==> config.mk <==
export PLATFORM = sky130hd
export DESIGN_NAME = proc_run_ctrl_flat
export DESIGN_NICKNAME = d
export VERILOG_FILES = /design/src/rtl/proc_pkg.sv /design/src/rtl/proc_run_ctrl_if.sv /design/src/rtl/proc_run_ctrl.sv /design/src/flat_wrapper.sv
export SDC_FILE = /design/constraint.sdc
export NUM_CORES = 1
export LEC_CHECK = 0
export CORE_UTILIZATION = 55
export CTS_BUF_LIST = sky130_fd_sc_hd__clkbuf_4
export CTS_CLUSTER_DIAMETER = 30
export DETAILED_ROUTE_END_ITERATION = 7
export DONT_BUFFER_PORTS = 1
export GPL_TIMING_DRIVEN = 0
export HOLD_SLACK_MARGIN = 0.06
export PLACE_DENSITY_LB_ADDON = 0.08
export SLEW_MARGIN = 30
export SYNTH_ARGS = -nofsm -noshare
export SYNTH_HDL_FRONTEND = slang
export SYNTH_SLANG_ARGS = --single-unit
==> constraint.sdc <==
create_clock -name ref_clk -period 2.5 [get_ports ref_clk]
set_clock_uncertainty 0.05 [all_clocks]
set_input_delay 0.75 -clock ref_clk [delete_from_list [all_inputs] [get_ports ref_clk]]
set_output_delay 0.75 -clock ref_clk [all_outputs]
set_load 0.1 [all_outputs]
==> src/rtl/proc_pkg.sv <==
// Shared types and constants for the processor run controller and processor top.
package proc_pkg;

    localparam int PC_W = 32;

    typedef enum logic [1:0] {
        IDLE = 2'd0,
        RST  = 2'd1,
        RUN  = 2'd2,
        DONE = 2'd3
    } run_state_t;

endpackage

==> src/rtl/proc_run_ctrl_if.sv <==
// Control/status bundle between the board-side sequencer and the run controller.
interface proc_run_ctrl_if #(
    parameter int CNT_W = 16
);
    import proc_pkg::*;

    logic              start;
    logic              halt_req;
    logic [PC_W-1:0]   pc;
    logic              proc_reset;
    logic              proc_run;
    logic              done;
    logic              timeout;
    logic [CNT_W-1:0]  cycle_count;
    logic [PC_W-1:0]   final_pc;

    modport master (
        output start, halt_req, pc,
        input  proc_reset, proc_run, done, timeout, cycle_count, final_pc
    );

    modport slave (
        input  start, halt_req, pc,
        output proc_reset, proc_run, done, timeout, cycle_count, final_pc
    );

endinterface

==> src/rtl/proc_run_ctrl.sv <==
// Run controller: sequences processor reset, runs for a bounded cycle budget,
// and latches the final PC and cycle count on halt or budget expiry.
//
// state | meaning
// IDLE  | processor held in reset, waiting for start
// RST   | processor reset held for RST_CYCLES cycles
// RUN   | processor executing, cycle budget counting
// DONE  | processor frozen, results held until next start
module proc_run_ctrl
    import proc_pkg::*;
#(
    parameter int RST_CYCLES = 1,
    parameter int RUN_CYCLES = 18,
    parameter int CNT_W      = 16
) (
    input  logic            ref_clk,
    input  logic            reset,
    proc_run_ctrl_if.slave  bus
);

    localparam int RST_W = (RST_CYCLES > 1) ? $clog2(RST_CYCLES) : 1;

    if (RST_CYCLES < 1) begin : g_bad_rst
        $error("proc_run_ctrl: RST_CYCLES must be >= 1");
    end
    if (RUN_CYCLES < 1 || 64'(RUN_CYCLES) >= (64'd1 << CNT_W)) begin : g_bad_run
        $error("proc_run_ctrl: RUN_CYCLES must be >= 1 and < 2**CNT_W");
    end

    run_state_t        state_q, state_d;
    logic [RST_W-1:0]  rst_cnt_q, rst_cnt_d;
    logic [CNT_W-1:0]  cnt_q, cnt_d;
    logic [PC_W-1:0]   final_pc_q, final_pc_d;
    logic              done_q, done_d;
    logic              timeout_q, timeout_d;
    logic              proc_reset_q, proc_reset_d;
    logic              proc_run_q, proc_run_d;

    always_ff @(posedge ref_clk) begin
        if (!reset) begin
            state_q      <= IDLE;
            rst_cnt_q    <= '0;
            cnt_q        <= '0;
            final_pc_q   <= '0;
            done_q       <= 1'b0;
            timeout_q    <= 1'b0;
            proc_reset_q <= 1'b1;
            proc_run_q   <= 1'b0;
        end else begin
            state_q      <= state_d;
            rst_cnt_q    <= rst_cnt_d;
            cnt_q        <= cnt_d;
            final_pc_q   <= final_pc_d;
            done_q       <= done_d;
            timeout_q    <= timeout_d;
            proc_reset_q <= proc_reset_d;
            proc_run_q   <= proc_run_d;
        end
    end

    always_comb begin
        state_d    = state_q;
        rst_cnt_d  = rst_cnt_q;
        cnt_d      = cnt_q;
        final_pc_d = final_pc_q;
        done_d     = done_q;
        timeout_d  = timeout_q;

        case (state_q)
            IDLE, DONE: begin
                if (bus.start) begin
                    state_d   = RST;
                    rst_cnt_d = RST_W'(RST_CYCLES - 1);
                    cnt_d     = '0;
                    done_d    = 1'b0;
                    timeout_d = 1'b0;
                end
            end
            RST: begin
                if (rst_cnt_q == '0) begin
                    state_d = RUN;
                end else begin
                    rst_cnt_d = rst_cnt_q - RST_W'(1);
                end
            end
            RUN: begin
                cnt_d = cnt_q + CNT_W'(1);
                // Halt takes priority over budget expiry on the same edge.
                if (bus.halt_req) begin
                    state_d    = DONE;
                    done_d     = 1'b1;
                    timeout_d  = 1'b0;
                    final_pc_d = bus.pc;
                end else if (cnt_q == CNT_W'(RUN_CYCLES - 1)) begin
                    state_d    = DONE;
                    done_d     = 1'b1;
                    timeout_d  = 1'b1;
                    final_pc_d = bus.pc;
                end
            end
            default: begin
                state_d = IDLE;
            end
        endcase

        proc_reset_d = (state_d == IDLE) || (state_d == RST);
        proc_run_d   = (state_d == RUN);
    end

    assign bus.proc_reset  = proc_reset_q;
    assign bus.proc_run    = proc_run_q;
    assign bus.done        = done_q;
    assign bus.timeout     = timeout_q;
    assign bus.cycle_count = cnt_q;
    assign bus.final_pc    = final_pc_q;

endmodule
==> src/flat_wrapper.sv <==
// flat-port wrapper written by rule: the top's interface ports become plain ports
module proc_run_ctrl_flat import proc_pkg::*;
#(
    parameter int RST_CYCLES = 1,
    parameter int RUN_CYCLES = 18,
    parameter int CNT_W      = 16
)
  (ref_clk, reset, bus_start, bus_halt_req, bus_pc, bus_proc_reset, bus_proc_run, bus_done, bus_timeout, bus_cycle_count, bus_final_pc);
  proc_run_ctrl_if #(.CNT_W(CNT_W)) bus_i ();
  input  logic ref_clk;
  input  logic reset;
  input wire logic [$bits(bus_i.start)-1:0] bus_start;
  input wire logic [$bits(bus_i.halt_req)-1:0] bus_halt_req;
  input wire logic [$bits(bus_i.pc)-1:0] bus_pc;
  output wire logic [$bits(bus_i.proc_reset)-1:0] bus_proc_reset;
  output wire logic [$bits(bus_i.proc_run)-1:0] bus_proc_run;
  output wire logic [$bits(bus_i.done)-1:0] bus_done;
  output wire logic [$bits(bus_i.timeout)-1:0] bus_timeout;
  output wire logic [$bits(bus_i.cycle_count)-1:0] bus_cycle_count;
  output wire logic [$bits(bus_i.final_pc)-1:0] bus_final_pc;
  assign bus_i.start = bus_start;
  assign bus_i.halt_req = bus_halt_req;
  assign bus_i.pc = bus_pc;
  assign bus_proc_reset = bus_i.proc_reset;
  assign bus_proc_run = bus_i.proc_run;
  assign bus_done = bus_i.done;
  assign bus_timeout = bus_i.timeout;
  assign bus_cycle_count = bus_i.cycle_count;
  assign bus_final_pc = bus_i.final_pc;
  proc_run_ctrl #(.RST_CYCLES(RST_CYCLES), .RUN_CYCLES(RUN_CYCLES), .CNT_W(CNT_W)) u_core (.ref_clk(ref_clk), .reset(reset), .bus(bus_i));
endmodule
Yosys cells after proc, flatten, opt, wreduce, memory -nomap -nowiden --
Cells that the tools add are included.
Operators by class: add/sub/neg operators 2, equality and inequality tests 8, mux-type cells 17, reductions and logical operators 11
Operators by type and width (count):
- $mux 32 | 2
- $pmux 16 s2 | 1
- $add 16x1->16 const B | 1
- $eq 16x5->1 const B | 1
- $mux 16 | 1
- $mux 2 | 4
- $eq 2x2->1 const B | 3
- $pmux 1 s2 | 3
- $pmux 2 s3 | 1
- $reduce_and 2->1 | 3
- $reduce_bool 2->1 | 3
- $mux 1 | 5
- $eq 2x1->1 const B | 2
- $logic_not 2->1 | 2
- $ne 3x2->1 const B | 1
- $reduce_and 3->1 | 1
- $ne 2x2->1 const B | 1
- $reduce_or 2->1 | 1
- $logic_or 1x1->1 | 1
- $sub 1x1->1 const B | 1
Word-level totals: register bits after elaboration 55, bits of input ports 36, output and inout port bits 52, logic and storage cells 46

Depth between registers and ports, before layout --
depth after elaboration 6, depth in mapped cells 7, depth with buffers taken out 6

Worst setup path after synthesis --
Ideal clock, no wire load.
kind register to register, from register u_core.cnt_q[1], in the netlist u_core.bus.cycle_count[1], to register u_core.final_pc_q[10], in the netlist u_core.bus.final_pc[10], setup time 0.069 ns, arrival time 2.521 ns, setup slack -0.140 ns, stages on the path, launching flop included 8, clock period less this slack 2.640 ns, cell sequence dfxtp_1 -> inv_1 -> ha_1 -> nor4b_1 -> a41oi_1 -> clkbuf_1 -> nand3_1 -> o21ai_1
Between the ends: longest elaborated chain between the ends 3
Ends and longest elaborated chain:
- start: declaration | RTL line proc_run_ctrl.sv:32 | logic [CNT_W-1:0] cnt_q, cnt_d;
- start signal: assignment | RTL line proc_run_ctrl.sv:52 | cnt_q <= cnt_d;
- $eq 16x5->1 | RTL line proc_run_ctrl.sv:94 | end else if (cnt_q == CNT_W'(RUN_CYCLES - 1)) begin
- $reduce_bool 2->1 (no source line)
- $reduce_and 2->1 (no source line)
- end signal: assignment | RTL line proc_run_ctrl.sv:53 | final_pc_q <= final_pc_d;
- end: declaration | RTL line proc_run_ctrl.sv:33 | logic [PC_W-1:0] final_pc_q, final_pc_d;
Every way passes these cells. A chain may end at the register's enable or synchronous reset.

Final worst setup path --
from register u_core.cnt_q[2], in the netlist u_core.bus.cycle_count[2], to register u_core.cnt_q[11], in the netlist u_core.bus.cycle_count[11]
Between the ends: longest elaborated chain between the ends 2
Ends and longest elaborated chain:
- $add 16x1->16 | RTL line proc_run_ctrl.sv:87 | cnt_d = cnt_q + CNT_W'(1);
- $pmux 16 s2 | RTL line proc_run_ctrl.sv:69 | case (state_q)
Every way passes these cells.

==> impl_metrics.csv <==
group,metric,value,unit
run_status,status,"completed",
timing,fin_crit,2.40,ns
placed_design,dp.cells,319,
global_route,antenna_found_initial,0,
global_route,grt_max_degree,17,
floorplan,core_area,3740,um2
placed_design,dp_slack,-0.205,ns
clock_network,clockBufferDepth,2,
floorplan,io_pins,88,
yosys,seq_area_frac_synth,48.9,%
power_and_ir_drop,internal_power,1330,uW
power_and_ir_drop,p_leak,0.000808,uW
clock_network,cts_setup_buffers,0,
clock_network,clk_pin_slew_worst_paths,0.15,ns
yosys,syn_area_per_cell,8.15,um2
setup_path,required,2.75,ns
job,drv_cap,0,
route,ant_nets,0,
power_and_ir_drop,p_seq_share,64.9,%
yosys,synth_cells,271,
timing,final_hold_viol_count,0,
cells_and_area,nets,318,
floorplan,die_y,65.4,um
floorplan,initial_core_util,59.0,%
route,via_per_inst,5.80,
cells_and_area,layoutNonFillerInstCount,327,
timing,timing.hold.ws,0.437,ns
yosys,synth_top_area_share,48.9,%
yosys,synth-main-ff-cell,"dfxtp_1",
placed_design,gp_congestion,0.788,
setup_path,arrival,2.64,ns
timing,worst_pin_slew,0.998,ns
power_and_ir_drop,power_frac_clock,18.7,%
clock_network,tritoncts,"yes",
global_route,grtUsageTotal,22.1,%
yosys,netlist_top_cells_count,"54 x dfxtp_1, 43 x nand2_1, 38 x o21ai_1",
timing,clock.fmax,0.417,GHz
route,drtIter0Drc,120,
clock_network,cts_sinks,54,
clock_network,clock-root-buffer,"clkbuf_4",
route,finalWirelength,4760,um
cells_and_area,finish.instance_area,2390,um2
min_path,min_path_type,"in -> reg",
timing,worst_slack,0.104,ns
yosys,yosysUniqueCellTypes,30,
setup_path,worst_setup_path_end_kind,"register",
yosys,async_reset_ff_share,0,%
yosys,synthTopCellsByArea,"dfxtp_1 49%, o21ai_1 8.6%, nand3_1 8.2%, nand2_1 7.3%, clkbuf_1 2.4%",
clock_network,clkLatencyLatePin,0.37,ns
timing,rsz0062_at_grt,"no",
yosys,yosys_register_bits,54,
timing,fin_crit_sh,95.8,%
route,first_pass_iters,4,
route,vias,1898,
floorplan,row_count,22,
cells_and_area,n_antenna_cell,0,
floorplan,die_w,65.4,um
yosys,synth_edf_count,0,
clock_network,cts_max_level,2,
timing,drv_slew,0,
placed_design,dpl_cell_area,2290,um2
yosys,ys_warn_count,0,
setup_path,path_max_fanout,8,
route,drc,0,
yosys,synth.most_common_cell,"dfxtp_1",
power_and_ir_drop,swShare,48.6,%
timing,relSlewSlack,33.4,%
setup_path,cp-start-kind,"register",
yosys,syn_area,2210,um2
global_route,grt_pass1_wl,7250,um
route,wire_per_inst,14.6,um
cells_and_area,syn2layout_area_growth,8.21,%
power_and_ir_drop,p_switching,1260,uW
floorplan,dieArea,4280,um2
setup_path,worstSetupPathType,"reg -> reg",
setup_path,reg2reg_slack,0.10,ns
global_route,grt_pass1_vias,1636,
timing,setup_viol,0,
clock_network,cts_buffers,5,
placed_design,port_buffers,0,
global_route,grt_overflow,0,
power_and_ir_drop,peakVddDrop,0.680,mV
power_and_ir_drop,pwr-share-comb,16.5,%
yosys,yosysTopAreaCell,"dfxtp_1",
yosys,synth_fp_nets,311,
cells_and_area,drive_above_1_share,10.0,%
power_and_ir_drop,power_density,1080,nW/um2
placed_design,dpl.hpwl,3500,um
==> critical path: stages (launching register included) <==
cell,delay [ns]
dfxtp_2,0.77
nand3_1,0.28
or4_1,0.56
buf_2,0.18
or3_1,0.34
a21oi_1,0.14
==> state kept, by name, indices dropped and copies added, names as in the netlist <==
| name | cells |
|---|---|
| u_core.bus.final_pc | 32 |
| u_core.bus.cycle_count | 16 |
| u_core.state_q | 2 |
| u_core.bus.done | 1 |
| u_core.bus.proc_reset | 1 |
| u_core.bus.proc_run | 1 |
| u_core.bus.timeout | 1 |
==> repair_timing <==
| action | in CTS | in global routing |
|---|---|---|
| gates resized for setup | 2 | 2 |
| hold buffers | 0 | 0 |
| endpoints found under the setup margin | 32 | 32 |
==> cell families (layout without fill, tap and decap cells) <==
family	after synthesis	in the layout	share of synthesized area (%)
buf+inv	24	32	4.13
mux	1	1	0.453
fa+ha+maj	4	4	2.27
flops	54	54	48.9
compound gates	58	58	14.2
xor+xnor	6	6	2.38
simple gates	124	124	27.6
==> power by group through the flow <==
stage          clock (uW)  sequential [uW]  combinational (uW)
2_1_floorplan           0             1680                 334
3_3_place_gp            0             1700                 417
3_5_place_dp            0             1700                 423
4_1_cts               504             1680                 428
5_1_grt               538             1690                 483
6_report              484             1680                 426
==> cells in the final DEF, fill, tap and decap left out, types with 3 or more instances in the layout <==
master and n:
nand2_1 43, o21ai_1 38, dfxtp_1 38, nand3_1 36
clkbuf_1 14, dfxtp_2 14, nor2_1 10, a21oi_1 9
inv_1 7, or3_1 7, xnor2_1 6, clkbuf_4 6
o21ai_0 5, nor3_1 5, and2_1 4, nor4b_1 4
ha_1 4, nor2b_1 3, nand4_1 3
==> final cells by class <==
class / count / area, um2
clock buffers: 6 / 45.0
inverters: 7 / 26.3
clock inverters: 2 / 37.5
fillers: 353 / 1350
plain buffers: 17 / 65.1
multi-input cells: 193 / 1050
well taps: 48 / 60.1
flip-flops and latches: 54 / 1110
==> per-layer routing <==
layer	vias to the layer above	wire (um)	GRT usage [%]
li1	958	-	-
met1	857	1970	25.2
met2	72	2250	35.2
met3	11	457	10.1
met4	0	82	10.3
met5	-	0	0
==> path summary, 6_finish.rpt <==
| kind | to | start | depth (start not counted) |
|---|---|---|---|
| max | u_core.bus.cycle_count[11]$_SDFFE_PN0P_ | u_core.bus.cycle_count[2]$_SDFFE_PN0P_ | 5 |
| min reg2reg | u_core.bus.proc_reset$_SDFF_PN1_ | u_core.state_q[1]$_SDFF_PN0_ | 3 |
| min | u_core.bus.final_pc[14]$_SDFFE_PN0P_ | bus_pc[14] | 2 |
| max reg2reg | u_core.bus.cycle_count[11]$_SDFFE_PN0P_ | u_core.bus.cycle_count[2]$_SDFFE_PN0P_ | 5 |
==> metrics by stage <==
stage                     TNS (ns)  util [%]  total power (uW)
final                            0      63.9              2590
after global routing             0      63.9              2720
after CTS                        0      63.6              2620
after detailed placement     -5.39      61.1              2120
after global placement       -9.00      60.8              2120
after floorplan                  0         -              2010
Note: power is estimated with default switching activity, not from simulation.
